**src/rtl/sync_ram_bwe_clr.sv**
```systemverilog
`default_nettype none
// ============================================================================
// Module      : sync_ram_bwe_clr
// Description : Single-port synchronous RAM with byte-lane write enables,
//               selectable read-during-write mode and a zero-sweep clear engine.
// Revision    : 1.0 - initial release
// ============================================================================
module sync_ram_bwe_clr #(
    parameter int AWIDTH   = 5,
    parameter int DWIDTH   = 16,
    parameter int RDW_MODE = 0
) (
    input  logic                  clk,
    input  logic                  rst,
    input  logic                  clr,
    input  logic [AWIDTH-1:0]     addr,
    input  logic                  wr,
    input  logic [DWIDTH/8-1:0]   be,
    input  logic [DWIDTH-1:0]     din,
    input  logic                  rd,
    output logic [DWIDTH-1:0]     dout,
    output logic                  dout_valid,
    output logic                  busy,
    output logic                  req_drop
);

    localparam int                c_DEPTH    = 2**AWIDTH;
    localparam int                c_LANES    = DWIDTH/8;
    localparam logic [AWIDTH-1:0] c_LAST     = AWIDTH'(c_DEPTH - 1);
    localparam logic [0:0]        c_ST_CLEAR = 1'b0;
    localparam logic [0:0]        c_ST_READY = 1'b1;

    logic [DWIDTH-1:0] r_mem [c_DEPTH];
    logic [0:0]        r_state;
    logic [AWIDTH-1:0] r_clr_addr;
    logic [DWIDTH-1:0] r_dout;
    logic              r_dout_valid;
    logic              r_busy;
    logic              r_req_drop;

    logic [DWIDTH-1:0] w_rdata;
    logic [DWIDTH-1:0] w_merged;
    logic              w_wr_en;

    assign w_rdata = r_mem[addr];
    assign w_wr_en = (r_state == c_ST_READY) && wr && !clr;

    // Lanes without an enable keep the stored byte, so a read-modify-write is a single edge.
    for (genvar i = 0; i < c_LANES; i++) begin : g_lane
        assign w_merged[8*i +: 8] = be[i] ? din[8*i +: 8] : w_rdata[8*i +: 8];
    end

    always_ff @(posedge clk) begin
        if (r_state == c_ST_CLEAR) begin
            r_mem[r_clr_addr] <= '0;
        end else if (w_wr_en) begin
            r_mem[addr] <= w_merged;
        end
    end

    always_ff @(posedge clk or posedge rst) begin
        if (rst) begin
            r_state      <= c_ST_CLEAR;
            r_clr_addr   <= '0;
            r_busy       <= 1'b1;
            r_dout       <= '0;
            r_dout_valid <= 1'b0;
            r_req_drop   <= 1'b0;
        end else begin
            case (r_state)
                c_ST_READY: begin
                    if (clr) begin
                        r_state      <= c_ST_CLEAR;
                        r_clr_addr   <= '0;
                        r_busy       <= 1'b1;
                        r_dout_valid <= 1'b0;
                        r_req_drop   <= wr | rd;
                    end else begin
                        r_dout_valid <= rd;
                        r_req_drop   <= 1'b0;
                        if (rd) begin
                            r_dout <= (RDW_MODE == 1 && wr) ? w_merged : w_rdata;
                        end
                    end
                end
                default: begin
                    r_dout_valid <= 1'b0;
                    r_req_drop   <= wr | rd;
                    if (clr) begin
                        r_clr_addr <= '0;
                    end else if (r_clr_addr == c_LAST) begin
                        r_state    <= c_ST_READY;
                        r_busy     <= 1'b0;
                        r_clr_addr <= '0;
                    end else begin
                        r_clr_addr <= r_clr_addr + AWIDTH'(1);
                    end
                end
            endcase
        end
    end

    assign dout       = r_dout;
    assign dout_valid = r_dout_valid;
    assign busy       = r_busy;
    assign req_drop   = r_req_drop;

endmodule
`default_nettype wire

```
**config.mk**
```make
export PLATFORM = sky130hd
export DESIGN_NAME = sync_ram_bwe_clr
export DESIGN_NICKNAME = d
export VERILOG_FILES = /design/src/rtl/sync_ram_bwe_clr.sv
export SDC_FILE = /design/constraint.sdc
export NUM_CORES = 1
export LEC_CHECK = 0
export CAP_MARGIN = 5
export CORE_ASPECT_RATIO = 1.75
export CORE_MARGIN = 4
export CORE_UTILIZATION = 50
export CTS_CLUSTER_DIAMETER = 150
export DETAILED_ROUTE_END_ITERATION = 7
export PLACE_DENSITY = 0.66
export SLEW_MARGIN = 10
export SYNTH_ARGS = -nofsm -noshare
export SYNTH_HDL_FRONTEND = slang
export SYNTH_SLANG_ARGS = --single-unit
```
**constraint.sdc**
```tcl
create_clock -name clk -period 3.2 [get_ports clk]
set_clock_uncertainty 0.15 [all_clocks]
set_input_delay 0.32 -clock clk [delete_from_list [all_inputs] [get_ports clk]]
set_output_delay 0.32 -clock clk [all_outputs]
set_load 0.1 [all_outputs]
```
==> key figures, run 1 <==
Clock network
  • H-tree depth: 2
  • Hold_buf cts: 0
  • Max clock buf depth: 3
  • Root buffer cell: clkbuf_16
  • Buffer count from post-CTS setup fixing: 0
  • Clock latency on the worst-skew pair: approximately 0.55 ns
  • CTS tree: yes
  • Worst-path clk slew: 0.07 ns
  • Num CTS Buffers: 44
  • CTS resizes: 0
  • CTS sink cnt: 537

Timing
  • Fin. Hold Viols: 0
  • Least-Margin Pin Slew: around 1 ns
  • Max-Slew Margin vs Limit: approximately a third
  • Max Fclk: 378 MHz
  • RSZ-0062 raised after global routing: no
  • Slew Viols, Final: 0
  • Post-route minimum period: 2.65 ns
  • Setup violations, final: 0
  • Setup TNS: 0 ns
  • Tcrit/Tclk final: 82.7%

Hold path
  • Worst hold path class: in -> async

Route
  • Vias: roughly 12000
  • Wire per inst: 26.7 um
  • DRT Pass-1 Iters: 5
  • Antenna Nets Post-Route: 0
  • Post-route DRC: 0
  • Vias/cell: 5.95
  • DRT Wirelength: around 53000 um
  • Initial DRC count: 954

Die
  • Initial Utilization: 50.5%
  • Chip Height: 282 um
  • Core Rows: 100
  • Die width: between 150 and 200 um
  • Total core area: about 43000 um^2
  • # IOs: 47
  • Die footprint: between 40000 and 50000 um^2

Synth
  • Most used DFF post-synth: edfxtp_1
  • Post-synth ARST share: 4.66%
  • Synth Area per Inst: 17.3 um^2
  • Synth top area share: just over 70%
  • Seq cells post-synth: 537
  • Sequential element share of the synthesized area: 74.5%
  • Post-Syn Area: 21500 um^2
  • Post-Syn Instances: 1244
  • Synth area leaders: edfxtp_1 (72%), mux2i_1 (12%), a22oi_1 (4.5%)
  • Post-synth EDFFs: 512
  • Synth Warn #: 0
  • Post-synth top area cell: edfxtp_1
  • Synth Net Count: 1274
  • Distinct cell type count after synthesis: 35

Global routing
  • Total GRT Usage: a little under a quarter
  • Largest net degree at the start of global routing: 50
  • Initial antenna violation count: 0
  • Vias in the first global route: 11720
  • Total grt overflow: 0
  • First-pass GRT wire length: 76600 um

Place
  • Port bufs: 46
  • GPL Wtd Cong: approximately 0.82
  • DP Wirelength: 32000 um

Worst setup path
  • Worst reg2reg startpoint: r_state$_DFF_PP0_
  • Kind of critical path: reg -> reg
  • Critical R2R Capture: r_mem[9][1]$_DFFE_PP_
  • CP Max Fanout: 14
  • CP arrival: 2.75 ns
  • Worst setup SP type: flop
  • CP Capture Type: flop
  • CP Launch Point: r_state$_DFF_PP0_
  • Worst reg2reg setup slack: 0.55 ns
  • R2R depth: 6
  • Critical Path RT: 3.31 ns

Run
  • Max-cap violations: 0

Finish
  • Ant diodes: 0
  • Layout overhead on the synthesized area: 16.8%
  • Fraction of layout cells with a size suffix above 1: 18.2%
  • NumNets Final: 1415
  • Final core utilization: 59.0%
  • Fillcell total: 3238

Power
  • PD cells: ~560 nW/um^2
  • Peak VDD IR: 615 uV
  • Leakage Power: 8.42 nW

Run status
  • Status: completed
==> how the worst max path moves through the flow <==
stage / cells after the start / endpoint / slack (ns)
after global placement: 6 / r_mem[24][8]$_DFFE_PP_ / 0.11
after detailed placement: 9 / r_mem[0][0]$_DFFE_PP_ / 0.10
after global routing: 5 / r_mem[9][6]$_DFFE_PP_ / 0.39
final: 6 / r_mem[9][1]$_DFFE_PP_ / 0.55
after CTS: 5 / r_mem[9][7]$_DFFE_PP_ / 0.57
after floorplan: 6 / r_mem[18][0]$_DFFE_PP_ / 0.59
==> critical path: stages (launching register included) <==
cell and delay [ns]:
dfrtp_1 0.59, nand3b_1 0.34, or3_1 0.40, o31ai_1 0.10
nand2_1 0.22, nor2_1 0.29, buf_12 0.22
==> synth_stat cells (all sizes together), types with 5 or more instances <==
cell type  count
mux2i        260
a22oi        130
dfrtp         24
a21oi         84
buf           53
nor2          48
o21a          16
clkbuf        20
inv           20
nand2b         5
edfxtp       512
mux2          16
nand2         14
nor4          16
==> metrics by stage <==
stage	total power [mW]	setup WS [ns]	std cells	hold slack, ns	instance area (um^2)
4_1_cts	14.2	0.571	1980	0.00540	25100
2_1_floorplan	8.41	0.585	1244	0.197	21500
6_report	14.1	0.553	1980	0.00835	25100
5_1_grt	14.5	0.390	1980	0.0393	25100
3_5_place_dp	8.75	0.103	1900	0.347	23600
3_3_place_gp	8.74	0.113	1900	0.346	23600
==> layer usage <==
layer	vias up	GRT usage (%)	wire length [um]
li1	5211	-	-
met5	-	0	0
met2	497	39.0	26800
met4	0	8.18	1810
met3	91	4.17	3660
met1	5986	29.4	20600
==> sequential cells by signal, summed over array words and instances (netlist names) <==
name	flops
dout_valid	1
r_mem	512
r_state	1
r_clr_addr	5
busy	1
req_drop	1
dout	16
==> layout by cell type (no fill, tap or decap), types with 4 or more instances in the layout <==
cell type          n
edfxtp_1         512
buf_4             94
mux2i_1          260
a21oi_1           84
nor2_1            42
clkdlybuf4s50_1   30
bufinv_16          5
a22oi_1          130
buf_12            43
nor4_2            16
inv_1             19
nor2_2             5
o21a_1            16
mux2_2            16
nand2_1           14
clkbuf_16         45
nand3b_1           4
clkinv_2          16
dfrtp_1           24
nand2b_1           5
==> power breakdown <==
part / switching (mW) / leakage, nW / total [mW] / internal [mW]
logic: 0.561 / 3.25 / 0.877 / 0.316
registers: 0.0338 / 4.44 / 7.72 / 7.68
clock network: 2.43 / 0.732 / 5.49 / 3.06
==> layout make-up <==
| class | instances | area (um^2) | area share, % |
|---|---|---|---|
| inverters | 20 | 75.1 | 0.299 |
| multi-input cells | 614 | 4970 | 19.8 |
| repair buffers | 168 | 1880 | 7.50 |
| well taps | 561 | 702 | 2.80 |
| flip-flops and latches | 537 | 16000 | 63.7 |
| clock inverters | 30 | 295 | 1.18 |
| clock buffers | 50 | 1170 | 4.68 |
==> kinds of logic (layout without fill, tap and decap cells) <==
kind of cell	Yosys count	after routing	synth area share [%]
and+or+nand+nor	100	100	2.68
buffers and inverters	93	268	2.54
muxes	276	276	12.9
AOI/OAI and AO/OA	236	236	7.24
DFF	537	537	74.5
adders and majority gates	2	2	0.116
Power figures use the tool's default switching activity.
==> run 2: changes to the inputs <==
clock period = 2.7 ns   (was 3.2 ns; I/O delays follow)
==> key figures, run 2 (synthesis gave the netlist of run 1 again) <==
Run status
  • Status: completed (unchanged)

Worst setup path
  • CP arrival: 2.91 ns (was 2.75 ns)
  • Worst Setup EP: r_mem[29][14]$_DFFE_PP_ (was r_mem[9][1]$_DFFE_PP_)
  • CP cell instances: clkdlybuf4s50_1 -> and2_2 -> buf_12 -> buf_4 -> a22oi_1 -> a21oi_1 -> nor4_2 -> o21a_1 -> buf_12 (was nand3b_1 -> or3_1 -> o31ai_1 -> nand2_1 -> nor2_1 -> buf_12)
  • Worst reg2reg setup slack: 0.44 ns (was 0.55 ns)
  • Critical path's largest stage delay: 0.63 ns (was 0.59 ns)
  • CP Launch Point: addr[1] (was r_state$_DFF_PP0_)
  • Critical R2R Capture: r_mem[29][14]$_DFFE_PP_ (was r_mem[9][1]$_DFFE_PP_)
  • CP most frequent cell: buf_12
  • Worst setup SP type: input pin (was flop)
  • CP Capture Type: flop (unchanged)
  • CP Max Fanout: 28 (was 14)
  • Slowest CP cell: nor4_2 (was dfrtp_1)
  • Worst reg2reg startpoint: r_mem[19][14]$_DFFE_PP_ (was r_state$_DFF_PP0_)
  • Critical Path RT: 2.96 ns (was 3.31 ns)
  • Kind of critical path: in -> reg (was reg -> reg)
  • R2R depth: 6 (unchanged)

Timing
  • Max-Slew Margin vs Limit: 45.9% (was 34.1%)
  • RSZ-0062 raised after global routing: no (unchanged)
  • Final hold slack: 0.194 ns (was 0.00835 ns)
  • Fin. Hold Viols: 0 (unchanged)
  • Setup violations, final: 0 (unchanged)
  • Least-Margin Pin Slew: 0.811 ns (was 0.986 ns)
  • Slew Viols, Final: 0 (unchanged)
  • Max Fclk: approximately 380 MHz
  • Tcrit/Tclk final: a little over nine tenths
  • Fin worst setup slack: 0.0451 ns (was 0.553 ns)
  • Post-route minimum period: around 2.7 ns

Die
  • Die width: 165 um (unchanged)
  • Die footprint: 46500 um^2 (unchanged)
  • Total core area: 42500 um^2 (unchanged)
  • Chip Height: 282 um (unchanged)
  • Initial Utilization: 50.5% (unchanged)
  • # IOs: 47 (unchanged)
  • Core Rows: 100 (unchanged)

Power
  • Leakage Power: 8.76 nW (was 8.42 nW)
  • PD cells: 659 nW/um^2 (was 561 nW/um^2)
  • Peak VDD IR: 678 uV (was 615 uV)

Finish
  • Layout overhead on the synthesized area: 20.1% (was 16.8%)
  • Design Area, Final: 25800 um^2 (was 25100 um^2)
  • Final core utilization: 60.7% (was 59.0%)
  • Most common cell after layout, fill and taps aside: edfxtp_1 (unchanged)
  • Max reg flops: 512 (unchanged)
  • Fraction of layout cells with a size suffix above 1: 20.7% (was 18.2%)
  • Non-filler instance count after layout: 2032 (was 1980)
  • Most frequent cells in the layout: edfxtp_1 (512), mux2i_1 (260), a22oi_1 (130) (unchanged)
  • NumNets Final: 1464 (was 1415)
  • Largest register by flop count: r_mem (unchanged)

Global routing
  • Initial antenna violation count: 0 (unchanged)
  • Total grt overflow: 0 (unchanged)
  • Vias in the first global route: 12202 (was 11720)
  • Largest net degree at the start of global routing: 41 (was 50)
  • First-pass GRT wire length: 81300 um (was 76600 um)
  • Total GRT Usage: 24.4% (was 22.9%)

Place
  • Worst Setup Slack post-DPL: -0.449 ns (was 0.103 ns)
  • Area after DPL: 24300 um^2 (was 23600 um^2)
  • GPL Wtd Cong: 0.812 (was 0.820)
  • DP Cell Count: 1947 (was 1900)
  • DP Wirelength: 34300 um (was 32000 um)
  • Port bufs: 46 (unchanged)

Route
  • Antenna Nets Post-Route: 0 (unchanged)
  • Post-route DRC: 0 (unchanged)
  • DRT Pass-1 Iters: 7 (was 5)
  • Initial DRC count: 1132 (was 954)
  • Vias: 12084 (was 11785)
  • Vias/cell: 5.95 (about the same)
  • DRT Wirelength: 56100 um (was 52800 um)
  • Wire per inst: 27.6 um (was 26.7 um)

Hold path
  • WHS Path Cells: 3
  • Min-delay src: rd
  • Worst hold path class: in -> reg (was in -> async)

Clock network
  • CTS tree: yes (unchanged)
  • CTS sink cnt: 537 (unchanged)
  • Worst-path clk slew: 0.06 ns (was 0.07 ns)
  • Clock latency on the worst-skew pair: 0.57 ns (was 0.55 ns)
  • CTS resizes: 0 (unchanged)
  • Num CTS Buffers: 45 (was 44)
  • Max clock buf depth: 3 (unchanged)
  • Buffer count from post-CTS setup fixing: 0 (unchanged)
  • H-tree depth: 2 (unchanged)
  • Root buffer cell: clkbuf_16 (unchanged)

Run
  • Max-cap violations: 0 (unchanged)
==> run 2: through the flow <==
stage / total power [mW] / TNS (ns)
final: 17.0 / 0
after global routing: 17.5 / 0
after CTS: 17.1 / 0
after detailed placement: 10.4 / -89.30
after global placement: 10.4 / -67.03
after floorplan: 9.97 / 0
==> run 2: cell type report <==
type / count / area, um^2
fill: 3132 / 16700
clock inverter: 30 / 332
antenna: 1 / 2.50
timing repair buffer: 216 / 2520
clock buffer: 53 / 1210
multi-input combinational: 614 / 4970
tap: 561 / 702
inverter: 20 / 75.1
sequential: 537 / 16000
==> run 2: routing by layer <==
metal | global-route usage (%) | vias to the layer above | part of all wire, %
li1 | - | 5305 | -
met1 | 30.5 | 6170 | 37
met2 | 43.0 | 488 | 52
met3 | 2.81 | 121 | 6.2
met4 | 10.3 | 0 | 4.7
met5 | 0 | - | 0
==> run 2: worst min-delay path by stage <==
stage / endpoint / slack (ns)
6_report: req_drop$_DFF_PP0_ / 0.19
5_1_grt: req_drop$_DFF_PP0_ / 0.24
4_1_cts: req_drop$_DFF_PP0_ / 0.18
3_5_place_dp: dout[14]$_DFFE_PP0P_ / 0.35
3_3_place_gp: busy$_DFFE_PP1P_ / 0.34
2_1_floorplan: dout[0]$_DFFE_PP0P_ / 0.15
==> run 2: power breakdown <==
part / total [mW] / switching, mW / internal [mW]
combinational: 1.11 / 0.676 / 0.431
sequential: 9.15 / 0.0406 / 9.11
clock: 6.76 / 2.87 / 3.88
==> run 2: worst max-delay path, delay by kind of cell <==
kind | cells | cell delay [ns]
buf+inv | 4 | 1.07
simple gates | 2 | 0.90
compound gates | 3 | 0.66
==> run 2: repair_timing <==
item	CTS	global route
hold endpoints to repair	24	0
hold buffers	1	0
setup endpoints to repair	0	0
